==> src/rtl/mem_wb_stage.sv <==
// MEM/WB pipeline register and write-back stage: latches the memory-unit bundle,
// owns the bypassed register file, and pulses PC-reload / flag-restore requests.
module mem_wb_stage #(
   parameter int unsigned DATA_W = 16,
   parameter int unsigned REG_N  = 8,
   parameter int unsigned ADDR_W = 3,
   parameter int unsigned CNT_W  = 16
) (
   input  logic              clk,
   input  logic              rst,
   input  logic [19:0]       mem_out,
   input  logic              mem_stall,
   input  logic              flush,
   input  logic [31:0]       acc_pc,
   input  logic              mem_wsp,
   input  logic              flag_sel,
   input  logic [2:0]        flags_in,
   input  logic [ADDR_W-1:0] rd_addr_a,
   input  logic [ADDR_W-1:0] rd_addr_b,
   output logic [DATA_W-1:0] rd_data_a,
   output logic [DATA_W-1:0] rd_data_b,
   output logic              wb_valid,
   output logic [ADDR_W-1:0] wb_dst,
   output logic [DATA_W-1:0] wb_data,
   output logic              pc_load,
   output logic [31:0]       pc_target,
   output logic              flags_load,
   output logic [2:0]        flags_out,
   output logic [CNT_W-1:0]  retired
);

   logic              wb_valid_q,   wb_valid_d;
   logic [ADDR_W-1:0] wb_dst_q,     wb_dst_d;
   logic [DATA_W-1:0] wb_data_q,    wb_data_d;
   logic [DATA_W-1:0] regs_q [REG_N];
   logic [DATA_W-1:0] regs_d [REG_N];
   logic              pc_load_q,    pc_load_d;
   logic [31:0]       pc_target_q,  pc_target_d;
   logic              flags_load_q, flags_load_d;
   logic [2:0]        flags_out_q,  flags_out_d;
   logic [CNT_W-1:0]  retired_q,    retired_d;
   logic              wsp_hist_q,   wsp_hist_d;
   logic              fsel_hist_q,  fsel_hist_d;

   always_comb begin
      // A stalled bundle is not final, so it enters as a bubble just like a flush.
      wb_valid_d = mem_out[19] & ~flush & ~mem_stall;
      wb_dst_d   = mem_out[16 +: ADDR_W];
      wb_data_d  = mem_out[DATA_W-1:0];

      regs_d = regs_q;
      if (wb_valid_q) begin
         regs_d[wb_dst_q] = wb_data_q;
      end
      retired_d = retired_q + CNT_W'(wb_valid_q);

      wsp_hist_d   = mem_wsp;
      pc_load_d    = mem_wsp & ~wsp_hist_q & ~flush;
      pc_target_d  = pc_load_d ? acc_pc : pc_target_q;

      fsel_hist_d  = flag_sel;
      flags_load_d = flag_sel & ~fsel_hist_q & ~flush;
      flags_out_d  = flags_load_d ? flags_in : flags_out_q;
   end

   always_ff @(posedge clk) begin
      if (rst) begin
         wb_valid_q   <= 1'b0;
         wb_dst_q     <= '0;
         wb_data_q    <= '0;
         for (int unsigned i = 0; i < REG_N; i++) begin
            regs_q[i] <= '0;
         end
         pc_load_q    <= 1'b0;
         pc_target_q  <= '0;
         flags_load_q <= 1'b0;
         flags_out_q  <= '0;
         retired_q    <= '0;
         wsp_hist_q   <= 1'b0;
         fsel_hist_q  <= 1'b0;
      end else begin
         wb_valid_q   <= wb_valid_d;
         wb_dst_q     <= wb_dst_d;
         wb_data_q    <= wb_data_d;
         for (int unsigned i = 0; i < REG_N; i++) begin
            regs_q[i] <= regs_d[i];
         end
         pc_load_q    <= pc_load_d;
         pc_target_q  <= pc_target_d;
         flags_load_q <= flags_load_d;
         flags_out_q  <= flags_out_d;
         retired_q    <= retired_d;
         wsp_hist_q   <= wsp_hist_d;
         fsel_hist_q  <= fsel_hist_d;
      end
   end

   // Write-first: the latched write is visible to decode in the cycle it commits.
   assign rd_data_a = (wb_valid_q && (rd_addr_a == wb_dst_q)) ? wb_data_q : regs_q[rd_addr_a];
   assign rd_data_b = (wb_valid_q && (rd_addr_b == wb_dst_q)) ? wb_data_q : regs_q[rd_addr_b];

   assign wb_valid   = wb_valid_q;
   assign wb_dst     = wb_dst_q;
   assign wb_data    = wb_data_q;
   assign pc_load    = pc_load_q;
   assign pc_target  = pc_target_q;
   assign flags_load = flags_load_q;
   assign flags_out  = flags_out_q;
   assign retired    = retired_q;

endmodule

==> config.mk <==
export PLATFORM = sky130hd
export DESIGN_NAME = mem_wb_stage
export DESIGN_NICKNAME = d
export VERILOG_FILES = /design/src/rtl/mem_wb_stage.sv
export SDC_FILE = /design/constraint.sdc
export NUM_CORES = 1
export LEC_CHECK = 0
export CAP_MARGIN = 10
export CORE_AREA = 4 4 149 151
export DETAILED_ROUTE_END_ITERATION = 8
export DIE_AREA = 0 0 153 155
export HOLD_SLACK_MARGIN = 0.12
export PLACE_DENSITY = 0.7
export SKIP_LAST_GASP = 1
export SYNTH_ARGS = -nofsm -noshare
export SYNTH_HDL_FRONTEND = slang
export SYNTH_SLANG_ARGS = --single-unit
export TNS_END_PERCENT = 5
==> constraint.sdc <==
create_clock -name clk -period 2.2 [get_ports clk]
set_input_delay 0.44 -clock clk [delete_from_list [all_inputs] [get_ports clk]]
set_output_delay 0.44 -clock clk [all_outputs]
set_load 0.005 [all_outputs]
# Word level (Yosys, flattened, before mapping)
# Index checks and enable logic that the tools add are counted.
# totals
ff_bits	203
inputBits	67
output_inout_bits	105
wordCells	52
# classes
add_sub_neg	1
order_cmp	4
eq_ne	2
muxes	11
bitwise	13
reduce_logical	3
# ops
operator	count
$bwmux W128	1
$mux W16	7
$bmux W16 S3	2
$demux W16 S3	1
$add A16 B1 Y16	1
$ge A4 B4 Y1 const B	3
$not A3 Y4	3
$and A1 B1 Y1	6
$eq A3 B3 Y1	2
$lt A4 B1 Y1 const B	1
$not A1 Y1	4
$logic_and A1 B1 Y1	3

# Longest topological paths before layout
# depth
word_depth	6
mapped_depth	7
depth_no_buf	6

# Worst setup path after synthesis
# OpenSTA, ideal clock, no wires.
# synth_timing
path_type	input -> output
from	input rd_addr_a[0]
to	output rd_data_a[10]
t_arrival_ns	1.656
required_ns	1.760
setup_slack_ns	0.104
cell_stages	5
path_buffers	2
path_cell_list	buf_2 -> buf_2 -> mux4_2 -> mux2i_1 -> a21oi_1
# synth_between
elab_chain_cells	5
word_cells_on_any_way	7
cone_classes	eq/ne: 1; mux: 4; bitwise: 1; reduce/logical: 1
# synth_rtl
item	line_no	rtl
from (decl)	18	input logic [ADDR_W-1:0] rd_addr_a,
$not A3 Y4 (not written as such)	99	assign rd_data_a = (wb_valid_q && (rd_addr_a == wb_dst_q)) ? wb_data_q : regs_q[rd_addr_a];
$bmux W16 S3	99	
$mux W16 (not written as such) (2 in series)	99	
$mux W16 *	99	
to (decl)	20	output logic [DATA_W-1:0] rd_data_a,
# Mark *: on every way between the ends. The rest lies on a longest branch, timed or not. The select of a mux whose other input is x is not followed.

# Final worst setup path
# layout_timing
from	register wb_dst_q[0], in the netlist wb_dst[0]
to	output rd_data_a[8]
# layout_between
elab_chain_cells	3
# layout_rtl
item	line_no	rtl
from (decl)	33	logic [ADDR_W-1:0] wb_dst_q, wb_dst_d;
from (signal assigned)	83	wb_dst_q <= wb_dst_d;
$eq A3 B3 Y1	99	
$logic_and A1 B1 Y1	99	
$mux W16	99	
# Every way passes these cells.

==> flow_metrics.env <==
export IMPL_outcome="complete, but fails checks"
export IMPL_violations_in_the_final_reports="setup timing"
export IMPL_min_delay_path_class="input port to register"
export IMPL_grt_max_degree=66
export IMPL_final_hpwl_dp_um=20120
export IMPL_first_global_vias=8713
export IMPL_width_of_the_chip_um=153
export IMPL_overflow=0
export IMPL_grt_pass1_wl_um=46840
export IMPL_synth_edf_count=0
export IMPL_antenna_found_initial=1
export IMPL_synthesis_area_um2=9263
export IMPL_synth_seq_area_share_pct=43.87
export IMPL_fraction_of_layout_cells_with_a_size_suffix_above_1_pct=21.29
export IMPL_post_route_drc_count=0
export IMPL_cpMostUsedCell="buf_6"
export IMPL_drt_pre_antenna_iters=5
export IMPL_static_leakage_power_nw=4.644
export IMPL_full_die_area_um2=23720
export IMPL_chipHeight_um=155
export IMPL_max_slew_margin_rel_pct=61.61
export IMPL_holdBufCountCts=0
export IMPL_drt_initial_drc_count=694
export IMPL_period_needed_ns=2.411
export IMPL_ys_seq_elements=203
export IMPL_commonest_cells_after_routing_fill_and_taps_aside="nand2_1 (331), dfxtp_1 (194), a21oi_1 (189)"
export IMPL_power_per_cell_area_nw_per_um2=646.9
export IMPL_placement_row_count=53
export IMPL_fmaxAchievable_mhz=414.8
export IMPL_syn_avg_cell_area_um2=8.730
export IMPL_numCtsBuffers=23
export IMPL_tritoncts_num_sinks=203
export IMPL_total_grt_usage_pct=24.59
export IMPL_post_synthesis_net_count=1131
export IMPL_critical_path_cell_chain="xnor2_2 > nand4_1 > buf_6 > buf_6 > a21oi_2 > clkdlybuf4s15_2"
export IMPL_critical_path_max_fanout=11
export IMPL_ios=172
export IMPL_worst_setup_path_end_kind="output pin"
export IMPL_design_final_nets=1341
export IMPL_num_antenna_cells=0
export IMPL_post_synth_inst_count=1061
export IMPL_num_fill_cells=1763
export IMPL_fin_worst_skew_ns=0.01047
export IMPL_effective_utilization_at_floorplan_pct=44.48
export IMPL_timing_critical_path_arrival_ns=1.97
export IMPL_postLayoutSetupSlackWorst_ns=-0.2106
export IMPL_cts_root_buf="clkbuf_16"
export IMPL_post_synth_num_cell_types=30
export IMPL_placed_cells_incl_taps=1509
export IMPL_cts_tree="done"
export IMPL_routed_via_count=8651
export IMPL_h_tree_levels=1
export IMPL_final_hold_violation_count=0
export IMPL_asyncSetResetFlopFracSynth_pct=0
export IMPL_vdd_drop_max_mv=0.4787
export IMPL_place_congestion=0.8422
export IMPL_clock_insertion_delay_worst_skew_ns=0.51
export IMPL_finish_instance_area_um2=12800
export IMPL_yosysWarnings=0
export IMPL_avgViaCountPerCell=5.538
export IMPL_critical_path_class="register to output pin"
export IMPL_clock_slew_at_reported_path_ffs_ns=0.06
export IMPL_max_cap_violations=0
export IMPL_final_antenna_net_count=0
export IMPL_core_area_um2=20820
export IMPL_max_slew_worst_pin_slew_ns=0.5759
export IMPL_worstSetupStartpointType="register"
export IMPL_areaGrowthSynthToFinish_pct=38.24
export IMPL_timing_critical_path_required_ns=1.76
export IMPL_finalSetupViolCount=33
export IMPL_post_dp_cell_area_um2=11770
export IMPL_drt_total_wl_um=30050
export IMPL_slew_violations=0
export IMPL_port_buffer_count=171
export IMPL_layout_commonest_cell="nand2_1"
export IMPL_crit_slowest_cell="dfxtp_4"
export IMPL_final_instance_count_excl_fill=1562
export IMPL_final_period_utilization_pct=109.6
export IMPL_clock_path_buffers=3
export IMPL_routed_wire_length_per_instance_um=19.24
export IMPL_rsz0062_at_grt="true"
export IMPL_ys_flop_type="dfxtp_1"
export IMPL_critical_path_max_stage_delay_ns=0.40
-- area by class of cell --
class | count | area, µm² | area share (%)
Multi-Input combinational cell | 765 | 4989 | 38.96
Clock inverter | 4 | 22.52 | 0.1759
Clock buffer | 37 | 718.2 | 5.609
Timing Repair Buffer | 276 | 2641 | 20.63
Inverter | 2 | 7.507 | 0.05863
Tap cell | 275 | 344.1 | 2.687
Sequential cell | 203 | 4083 | 31.88
-- per-stage QoR --
step	setup TNS [ns]	utilization, %	power (mW)	setup slack, ns	hold slack, ns
5_1_grt	-6.579	61.50	8.569	-0.2466	0.3792
3_5_place_dp	-13.21	56.53	4.594	-0.4486	0.4082
3_3_place_gp	-12.66	56.53	4.590	-0.4553	0.4184
4_1_cts	-3.178	61.24	8.344	-0.1199	0.3635
2_1_floorplan	0	-	4.167	0.1038	0.3969
6_report	-4.296	61.50	8.284	-0.2106	0.3554
-- critical path, delay by kind of cell (launching register included) --
| family | cells | cell delay, ns |
|---|---|---|
| AOI/OAI and AO/OA | 1 | 0.14 |
| xor gates and xnor gates | 1 | 0.12 |
| buffers and inverters | 3 | 0.58 |
| DFF | 1 | 0.40 |
| and+or+nand+nor | 1 | 0.21 |
-- synth_stat cells, drive strengths merged, types with 7 or more instances --
library cell	number	share of area, %
nand2	331	13
dfxtp	203	44
a21oi	196	11
mux4	64	16
clkbuf	63	2.6
nor2	54	2.2
mux2i	35	3.8
buf	28	1.4
nor2b	27	1.8
xnor2	11	1.0
nand3	8	0.43
nand4	7	0.63
-- report_power, final --
group	internal [mW]	switching (mW)	total, mW
combinational	0.416	0.344	0.760
sequential	3.73	0.0589	3.79
clock	2.22	1.51	3.73
total	6.37	1.92	8.28
-- metal layers --
| metal | wire [µm] | global-route usage, % | vias up |
|---|---|---|---|
| met5 | 11 | 0 | - |
| met4 | 1138 | 9.970 | 2 |
| met3 | 3124 | 7.065 | 87 |
| met2 | 14110 | 40.91 | 445 |
| met1 | 11670 | 30.27 | 4092 |
| li1 | - | - | 4025 |
-- what timing repair did --
item                                    4_1_cts  5_1_grt
cloned                                        4        0
pin swaps                                    12        3
resized for setup                           124       24
endpoints found under the setup margin       35       35
buffers inserted                              8        0
-- worst paths after layout --
path	from	end	slack (ns)	cells after the start
max reg2reg	wb_valid	retired[15]	0.19	6
min reg2reg	fsel_hist_q	flags_load	0.42	1
min	rst	flags_out[1]	0.36	2
max	wb_dst[0]	rd_data_a[8]	-0.21	6
-- cell families after synthesis --
group	synth area share, %
xor+xnor	1.418
mux	19.47
buf+inv	4.066
compound gates	10.81
fa+ha+maj	0.4053
simple gates	19.96
flops	43.87
-- sequential cells by signal, summed over array words and instances, names as in the netlist --
| register | cells |
|---|---|
| regs_q | 128 |
| pc_target | 32 |
| retired | 16 |
| wb_data | 16 |
| flags_out | 3 |
| wb_dst | 3 |
| flags_load | 1 |
| fsel_hist_q | 1 |
| pc_load | 1 |
| wb_valid | 1 |
| wsp_hist_q | 1 |
Note: power is estimated with default switching activity, not from simulation.
